File: src/rtl/kf_dma_multichannel.sv
// Parametrised multichannel DMA controller: hold handshake, fixed/rotating priority, single/block modes.
// Optional KF_DMA_AUTOINIT_EN adds base registers and autoinitialisation on terminal count.
module kf_dma_multichannel #(
    parameter int CHANNELS      = 4,
    parameter int ADDRESS_WIDTH = 20,
    parameter int COUNT_WIDTH   = 16
) (
    input  logic                          clock,
    input  logic                          reset,
    input  logic                          reg_write,
    input  logic                          reg_read,
    input  logic [$clog2(CHANNELS)+2:0]   reg_address,
    input  logic [31:0]                   reg_data_in,
    output logic [31:0]                   reg_data_out,
    input  logic [CHANNELS-1:0]           dma_request,
    output logic [CHANNELS-1:0]           dma_acknowledge,
    output logic                          hold_request,
    input  logic                          hold_acknowledge,
    input  logic                          ready,
    output logic [ADDRESS_WIDTH-1:0]      address_out,
    output logic                          address_enable,
    output logic                          address_strobe,
    output logic                          memory_read_n,
    output logic                          memory_write_n,
    output logic                          io_read_n,
    output logic                          io_write_n,
    input  logic                          end_of_process_n_in,
    output logic                          end_of_process_n_out
);
    localparam int CW = $clog2(CHANNELS);
    localparam int RW = CW + 3;

    typedef enum logic [2:0] {IDLE, HOLD, S1, S2, S3, S4} state_t;
    state_t state, state_next;

    logic [1:0]               command;
    logic [CHANNELS-1:0]      mask, tc, swreq;
    logic [CW-1:0]            last, winner, pick;
    logic                     pick_valid;
    logic                     eop_seen;
    logic [ADDRESS_WIDTH-1:0] cur_addr [CHANNELS];
    logic [COUNT_WIDTH-1:0]   cur_cnt  [CHANNELS];
    logic [4:0]               mode     [CHANNELS];
`ifdef KF_DMA_AUTOINIT_EN
    logic [ADDRESS_WIDTH-1:0] base_addr [CHANNELS];
    logic [COUNT_WIDTH-1:0]   base_cnt  [CHANNELS];
`endif

    logic          is_global, ch_ok;
    logic [1:0]    reg_sel;
    logic [CW-1:0] reg_ch;
    logic [31:0]   rd_val;
    logic          unused;

    assign is_global = reg_address[RW-1];
    assign reg_sel   = reg_address[1:0];
    assign reg_ch    = reg_address[CW+1:2];
    assign ch_ok     = int'(reg_ch) < CHANNELS;
    assign unused    = ^reg_data_in;

    logic [CHANNELS-1:0] raw_req, eff_req;
    assign raw_req = dma_request | swreq;
    assign eff_req = command[0] ? (raw_req & ~mask) : '0;

    // Scan from lowest to highest priority so the highest-priority hit is written last.
    always_comb begin
        int idx;
        idx        = 0;
        pick       = '0;
        pick_valid = 1'b0;
        for (int i = CHANNELS - 1; i >= 0; i--) begin
            idx = command[1] ? (int'(last) + 1 + i) % CHANNELS : i;
            if (eff_req[idx]) begin
                pick       = CW'(idx);
                pick_valid = 1'b1;
            end
        end
    end

    logic [1:0] xfer_type;
    logic       at_tc, active, strobing;
    assign xfer_type = mode[winner][1:0];
    assign at_tc     = (cur_cnt[winner] == '0) || eop_seen;
    assign active    = (state == S1) || (state == S2) || (state == S3) || (state == S4);
    assign strobing  = (state == S2) || (state == S3);

    always_comb begin
        state_next = state;
        case (state)
            IDLE:    if (|eff_req) state_next = HOLD;
            HOLD:    if (hold_acknowledge) state_next = pick_valid ? S1 : IDLE;
            S1:      state_next = S2;
            S2:      state_next = S3;
            S3:      if (ready) state_next = S4;
            S4:      state_next = (mode[winner][4] && !at_tc) ? S1 : IDLE;
            default: state_next = IDLE;
        endcase
    end

    always_comb begin
        dma_acknowledge = '0;
        if (active) dma_acknowledge[winner] = 1'b1;
    end

    assign hold_request         = (state != IDLE);
    assign address_enable       = active;
    assign address_strobe       = (state == S1);
    assign address_out          = active ? cur_addr[winner] : '0;
    assign io_read_n            = !(strobing && xfer_type == 2'b01);
    assign memory_write_n       = !(strobing && xfer_type == 2'b01);
    assign memory_read_n        = !(strobing && xfer_type == 2'b10);
    assign io_write_n           = !(strobing && xfer_type == 2'b10);
    assign end_of_process_n_out = !(state == S4 && at_tc);

    always_comb begin
        rd_val = '0;
        if (is_global) begin
            case (reg_sel)
                2'd0: rd_val = 32'(command);
                2'd1: rd_val = 32'(mask);
                2'd2: rd_val = 32'({raw_req, tc});
                2'd3: rd_val = 32'(swreq);
                default: rd_val = '0;
            endcase
        end else if (ch_ok) begin
            case (reg_sel)
                2'd0: rd_val = 32'(cur_addr[reg_ch]);
                2'd1: rd_val = 32'(cur_cnt[reg_ch]);
                2'd2: rd_val = 32'(mode[reg_ch]);
                2'd3: rd_val = 32'({tc[reg_ch], cur_cnt[reg_ch]});
                default: rd_val = '0;
            endcase
        end
    end

    always_ff @(posedge clock) begin
        if (reset) begin
            state        <= IDLE;
            command      <= '0;
            mask         <= '1;
            tc           <= '0;
            swreq        <= '0;
            last         <= '0;
            winner       <= '0;
            eop_seen     <= 1'b0;
            reg_data_out <= '0;
            for (int i = 0; i < CHANNELS; i++) begin
                cur_addr[i] <= '0;
                cur_cnt[i]  <= '0;
                mode[i]     <= '0;
`ifdef KF_DMA_AUTOINIT_EN
                base_addr[i] <= '0;
                base_cnt[i]  <= '0;
`endif
            end
        end else begin
            state <= state_next;
            if (reg_read) reg_data_out <= rd_val;
            if (reg_read && is_global && reg_sel == 2'd2) tc <= '0;

            // Only mask and software request may change while a transfer is in flight.
            if (reg_write && is_global) begin
                case (reg_sel)
                    2'd0: if (state == IDLE) command <= reg_data_in[1:0];
                    2'd1: mask  <= reg_data_in[CHANNELS-1:0];
                    2'd3: swreq <= reg_data_in[CHANNELS-1:0];
                    default: ;
                endcase
            end else if (reg_write && ch_ok && state == IDLE) begin
                case (reg_sel)
                    2'd0: begin
                        cur_addr[reg_ch] <= reg_data_in[ADDRESS_WIDTH-1:0];
`ifdef KF_DMA_AUTOINIT_EN
                        base_addr[reg_ch] <= reg_data_in[ADDRESS_WIDTH-1:0];
`endif
                    end
                    2'd1: begin
                        cur_cnt[reg_ch] <= reg_data_in[COUNT_WIDTH-1:0];
`ifdef KF_DMA_AUTOINIT_EN
                        base_cnt[reg_ch] <= reg_data_in[COUNT_WIDTH-1:0];
`endif
                    end
`ifdef KF_DMA_AUTOINIT_EN
                    2'd2: mode[reg_ch] <= reg_data_in[4:0];
`else
                    2'd2: mode[reg_ch] <= {reg_data_in[4:3], 1'b0, reg_data_in[1:0]};
`endif
                    default: ;
                endcase
            end

            if (state == HOLD && hold_acknowledge && pick_valid) winner <= pick;

            if (state == S1) eop_seen <= 1'b0;
            else if (strobing && !end_of_process_n_in) eop_seen <= 1'b1;

            // Transfer completion comes after register writes so TC updates take precedence.
            if (state == S4) begin
                cur_addr[winner] <= mode[winner][3] ? cur_addr[winner] - 1'b1
                                                    : cur_addr[winner] + 1'b1;
                cur_cnt[winner]  <= cur_cnt[winner] - 1'b1;
                last             <= winner;
                if (at_tc) begin
                    tc[winner]    <= 1'b1;
                    swreq[winner] <= 1'b0;
`ifdef KF_DMA_AUTOINIT_EN
                    if (mode[winner][2]) begin
                        cur_addr[winner] <= base_addr[winner];
                        cur_cnt[winner]  <= base_cnt[winner];
                    end else begin
                        mask[winner] <= 1'b1;
                    end
`else
                    mask[winner] <= 1'b1;
`endif
                end
            end
        end
    end
endmodule

File: config.mk
export PLATFORM = sky130hd
export DESIGN_NAME = kf_dma_multichannel
export DESIGN_NICKNAME = d
export VERILOG_FILES = /design/src/rtl/kf_dma_multichannel.sv
export SDC_FILE = /design/constraint.sdc
export NUM_CORES = 1
export LEC_CHECK = 0
export ABC_AREA = 1
export BUFFER_PORTS_ARGS = -buffer_cell sky130_fd_sc_hd__clkbuf_2
export CAP_MARGIN = 20
export CORE_MARGIN = 2
export CORE_UTILIZATION = 37
export DETAILED_ROUTE_END_ITERATION = 16
export SYNTH_ARGS = -nofsm -noshare
export SYNTH_HDL_FRONTEND = slang
export SYNTH_SLANG_ARGS = --single-unit
File: constraint.sdc
create_clock -name clock -period 5.15 [get_ports clock]
set_clock_uncertainty 0.15 [all_clocks]
set_input_delay 0.2575 -clock clock [delete_from_list [all_inputs] [get_ports clock]]
set_output_delay 0.2575 -clock clock [all_outputs]
set_load 0.03 [all_outputs]
Word level (Yosys, flattened, before mapping)

Memories as Yosys holds them, arrays and structs flattened. A register that Yosys moved wholly into a read port is not among the register bits.
Cells that the tools add are included.

Add/sub/neg operators: 7
$lt $le $gt $ge: 7
Equality and inequality tests: 13
Muxes and demuxes: 96
Bitwise gates (word level): 11
Reductions and logical operators: 39

Operator list:

| kind                  | count |
|---|---|
| $pmux 32 s4           | 2 |
| $mux 32               | 5 |
| $lt 32x4->1 const B   | 4 |
| $mux 20               | 4 |
| $mux 4                | 17 |
| $add 32x3->32 const B | 2 |
| $reduce_or 20->1      | 2 |
| $mux 1                | 39 |
| $mux 2                | 17 |
| $add 32x2->32 const B | 1 |
| $mux 16               | 2 |
| $reduce_or 16->1      | 2 |
| $add 20x1->20 const B | 1 |
| $sub 20x1->20 const B | 1 |
| $pmux 3 s6            | 1 |
| $logic_not 16->1      | 1 |
| $sub 16x1->16 const B | 1 |
| $logic_and 1x1->1     | 12 |
| $or 4x4->4            | 3 |
| $bmux 1 s2            | 5 |
| $reduce_or 2->1       | 5 |
| $mux 3                | 3 |
| $and 4x4->4           | 2 |
| $not 4->4             | 2 |
| other kinds (19)      | 39 |

Register bits: 54
Memory bits (writable): 160
Bits of input ports: 48
Output and inout bits: 64
Logic and storage cells: 185
Memories kept: 3

Memory list:

| memory   | depth | width | read ports | clocked after Yosys merged registers in | wr ports | RTL line | RTL |
|---|---|---|---|---|---|---|---|
| cur_addr | 4     | 20    | 2          | 1                                       | 4        | 41       | `logic [ADDRESS_WIDTH-1:0] cur_addr [CHANNELS];` |
| cur_cnt  | 4     | 16    | 2          | 1                                       | 4        | 42       | `logic [COUNT_WIDTH-1:0] cur_cnt [CHANNELS];` |
| mode     | 4     | 4     | 2          | 1                                       | 4        | 43       | `logic [4:0] mode [CHANNELS];` |

Logic depth before layout (Yosys ltp)

Depth in word-level cells: 15
Mapped depth: 22
Depth with buffers taken out: 19

Worst setup path after synthesis

Ideal clock, no wire load.

Kind: register to register
Start point: register state[2]
End point: memory cur_addr[3][0] (enable)
Library setup time: 422 ps
Arrival time: 2,798 ps
Required time: 4,578 ps
Setup slack: 1,779 ps
Cell stages (with the launch flop): 11
Path buffers: 0
Clock period less this slack: 3,371 ps
Cells stage by stage: dfxtp_1 > inv_2 > nor3_4 > inv_2 > nor2_8 > inv_4 > nor2_2 > inv_2 > nand2_4 > inv_2 > nor3_1

RTL lines:

| element                | RTL line | RTL |
|---|---|---|
| start, declared        | 34       | `state_t state, state_next;` |
| start signal, assigned | 157      | `state <= state_next;` |
| end, declared          | 41       |  |

==> impl_results.md <==
* Seq cells post-synth at 204
* Starting DRT DRC Count at between 1k and 1.5k
* Worst-path clk slew at about 0.06 ns
* Crit path capture type: flip-flop
* Avg Vias per Cell at ~5.5
* WS Path Type: reg -> reg
* Crit start category: flip-flop
* Post-synth EDFFs at 160
* Crit path cell chain: inv_2, buf_4, o211ai_1, nand2_1, ha_1, nand2_1, inv_1, nand3_1, nand2_1, nand2_1, nand2_1, nand2_1, nand2_1, nand2_1, nand3_1, a21oi_1
* Slowest stage delay, CP at ~0.75 ns
* Area of the core at 34,300 um^2
* Worst rel slew slack at about a third
* Input/output buffers at between 80 and 90
* Yosys warnings at 0
* Die ar. at between 30,000 and 40,000 um^2
* # clock sinks at between 200 and 250
* CP max-delay cell: dfxtp_2
* CTS tree: built
* Top_reg_cell synth: edfxtp_1
* Synth Instances at ~1.7k
* Post-CTS Setup Repair Bufs at 0
* P&R area growth vs syn at 13.3%
* Final Hold Viols at 0
* Worst slew pin tran at between 1 and 1.5 ns
* Final Max Slew Viols at 0
* Synth Area per Inst at around 7.5 um^2
* Status: finished, final reports clean
* GRT Total Usage at between 20% and 30%
* Post-DR wirelength/cell at between 15 and 20 um
* First-pass GRT wire length at 66.7 mm
* Power Density at approximately 280 nW/um^2
* Final Wtd Congestion at about 0.92
* TritonRoute pass-1 iters at 6
* Vias in the first global route at 11.7k
* Largest net degree at the start of global routing at between 60 and 70
* Tmin final at between 3 and 4 ns
* Hold crit path type: in -> reg
* Crit share post-route at between 70% and 80%
* Critical Path RT at roughly 5.3 ns
* Initial antenna violation count at 0
* Synth top area share at approximately 38%
* DRT antenna net count at 0
* Max frequency at 0.260 GHz
* Fraction of layout cells with a size suffix above 1 at 11.7%
* Setup violations, final at 0
* CTS buffer count at 24
* MaxCap Viol Count at 0
* CTS Hold Buffers Added at 16
* CTS root buf: clkbuf_16
* Synth cell types at 56
* Main area contributors after synthesis: edfxtp_1 (38%), nand2_1 (12%), nor2_1 (7.1%)
* Initial core utilization at ~37%
* Worst Setup EP: cur_addr[0][13]
* Worst vdd ir at 0.206 mV
* FFs w/ async S/R, synth at 0%
* Std cell rows at between 60 and 70
* CTS max path bufs at 3
* Top Ports at 112
* Post-route setup slack at 1.30 ns
* R2r setup slk at ~1.3 ns
* Critical path arrival at around 4.0 ns
* Clock Latency Late Sink at between 0.5 and 0.6 ns
* Crit-path most repeated cell: nand2_1
* H-tree depth at 1
* Syn Std Cell Area at 12,800 um^2
* Remaining global-route overflow at 0
* Antenna cell count at 0
* Reg-to-reg endpoint: cur_addr[0][13]
* Worst slack, placed at ~1.4 ns
* Post-layout nets at 1,849
* DP Wirelength at 30.1 mm
* Yosys top cell by area: edfxtp_1
* RSZ-0062 raised after global routing: false
* Fin area at 14,500 um^2
* Setup_tns at 0 ns
* Vias after detailed routing at around 12k
* Resize count post-CTS at 0
* Post-Route WL at 44.0 mm
* DIE WIDTH at about 190 um
* Largest fanout on the critical path at a little over 60
* Placed inst area at 13,600 um^2
* Leak at about 6 nW
* DRC Markers at 0
* Sequential element share of the synthesized area at 44.4%
* Vert. Die Dim at about 190 um
* R2R depth at 16
[metrics by stage]
stage | util [%] | total power, mW | hold WS, ns | cells
5_1_grt | 42.3 | 4.16 | 0.0273 | 2253
4_1_cts | 42.3 | 4.04 | 0.00335 | 2253
6_report | 42.3 | 4.04 | 0.0111 | 2253
3_5_place_dp | 39.5 | 2.31 | 0.307 | 2193
2_1_floorplan | - | 2.17 | 0.241 | 1720
3_3_place_gp | 39.5 | 2.31 | 0.305 | 2193
[where the power goes]
| part | internal [mW] | switching (mW) | leakage, nW |
|---|---|---|---|
| Sequential | 1.84 | 0.0317 | 2.01 |
| Clock | 1.04 | 0.694 | 0.394 |
| Combinational | 0.118 | 0.313 | 3.71 |
[registers in the layout (all words and copies together), names as in the netlist, named ones only]
name and count:
command 2, cur_addr 80, cur_cnt 64, eop_seen 1, last 2, mask 4
mode 16, reg_data_out 20, state 3, swreq 4, tc 4, winner 2
[layer usage]
| layer | up-vias | part of all wire [%] | GRT usage [%] |
|---|---|---|---|
| li1 | 5890 | - | - |
| met1 | 5724 | 43 | 32.9 |
| met2 | 603 | 44 | 38.7 |
| met3 | 118 | 8.5 | 2.55 |
| met4 | 0 | 4.4 | 10.6 |
| met5 | - | 0 | 0 |
[critical path, delay by kind of cell, from the launching register on]
family          cells  cell delay, ns
fa+ha+maj           1            0.41
simple gates       10            1.30
buf+inv             3            0.50
flops               1            0.75
compound gates      2            0.45
[synth_stat cells (5+ instances only)]
cell type	n
buf_1	10
edfxtp_1	160
nor3_1	18
a21oi_2	15
ha_1	20
buf_6	8
buf_4	16
nand2_1	417
nand4_1	19
o21ai_2	5
buf_2	23
nand2_2	5
o22ai_1	22
inv_1	139
o21ai_0	153
dfxtp_1	44
clkbuf_1	36
a21oi_1	133
inv_2	11
nor2_1	243
o211ai_1	11
nand3b_1	5
nand3_1	135
a22oi_1	5
[cells in the final DEF, fill, tap and decap left out, types with 3 or more instances in the layout]
| cell | Yosys | layout |
|---|---|---|
| buf_4 | 16 | 24 |
| a21oi_2 | 15 | 16 |
| o2111ai_1 | 3 | 3 |
| nand4_1 | 19 | 19 |
| conb_1 | 1 | 12 |
| clkbuf_2 | 0 | 87 |
| dfxtp_1 | 44 | 43 |
| clkinv_2 | 0 | 5 |
| nor3_2 | 1 | 3 |
| inv_1 | 139 | 137 |
| clkinv_1 | 2 | 4 |
| clkbuf_8 | 0 | 4 |
| a21o_1 | 3 | 3 |
| nand3_1 | 135 | 135 |
| and2_1 | 4 | 4 |
| nand2_1 | 417 | 417 |
| clkbuf_16 | 0 | 25 |
| o21ai_0 | 153 | 153 |
| o211ai_1 | 11 | 11 |
| o22ai_1 | 22 | 22 |
| nand3b_1 | 5 | 5 |
| ha_1 | 20 | 20 |
| a221oi_1 | 3 | 3 |
| nor2_4 | 4 | 4 |
| a22oi_1 | 5 | 5 |
| nand2_2 | 5 | 5 |
| nor2_1 | 243 | 243 |
| nor3_1 | 18 | 16 |
| dlygate4sd3_1 | 0 | 16 |
| inv_2 | 11 | 12 |
| a21oi_1 | 133 | 132 |
| edfxtp_1 | 160 | 160 |
| clkbuf_1 | 36 | 7 |
| o21ai_2 | 5 | 5 |
| o21ai_1 | 4 | 4 |
[worst min path at each step]
stage                     start               end  slack (ns)  depth (start not counted)
6_report        reg_data_in[15]    cur_cnt[3][15]        0.01                          3
5_1_grt          reg_address[4]   reg_data_out[0]        0.03                          3
4_1_cts          reg_address[4]   reg_data_out[0]       0.003                          3
3_5_place_dp   reg_data_out[11]  reg_data_out[11]        0.31                          2
3_3_place_gp   reg_data_out[11]  reg_data_out[11]        0.30                          2
2_1_floorplan    reg_data_in[3]           mask[3]        0.24                          2
[final cells by class]
cell class                      count  area (um^2)
Clock inverter                      8         88.8
Fill cell                        3504        19800
Sequential cell                   204         5690
Timing Repair Buffer              127          776
Clock buffer                       36          707
Tap cell                          455          569
Inverter                          154          583
Multi-Input combinational cell   1269         6100
[kinds of logic (layout without fill, tap and decap cells)]
group           Yosys count  after routing  share of synthesized area, %
flops                   204            204                          44.4
fa+ha+maj                21             21                          2.11
compound gates          370            370                          16.3
simple gates            864            864                          28.6
buf+inv                 247            325                          8.44
xor+xnor                  2              2                         0.137
other cells               1             12                        0.0293
(Power assumes the default switching activity.)
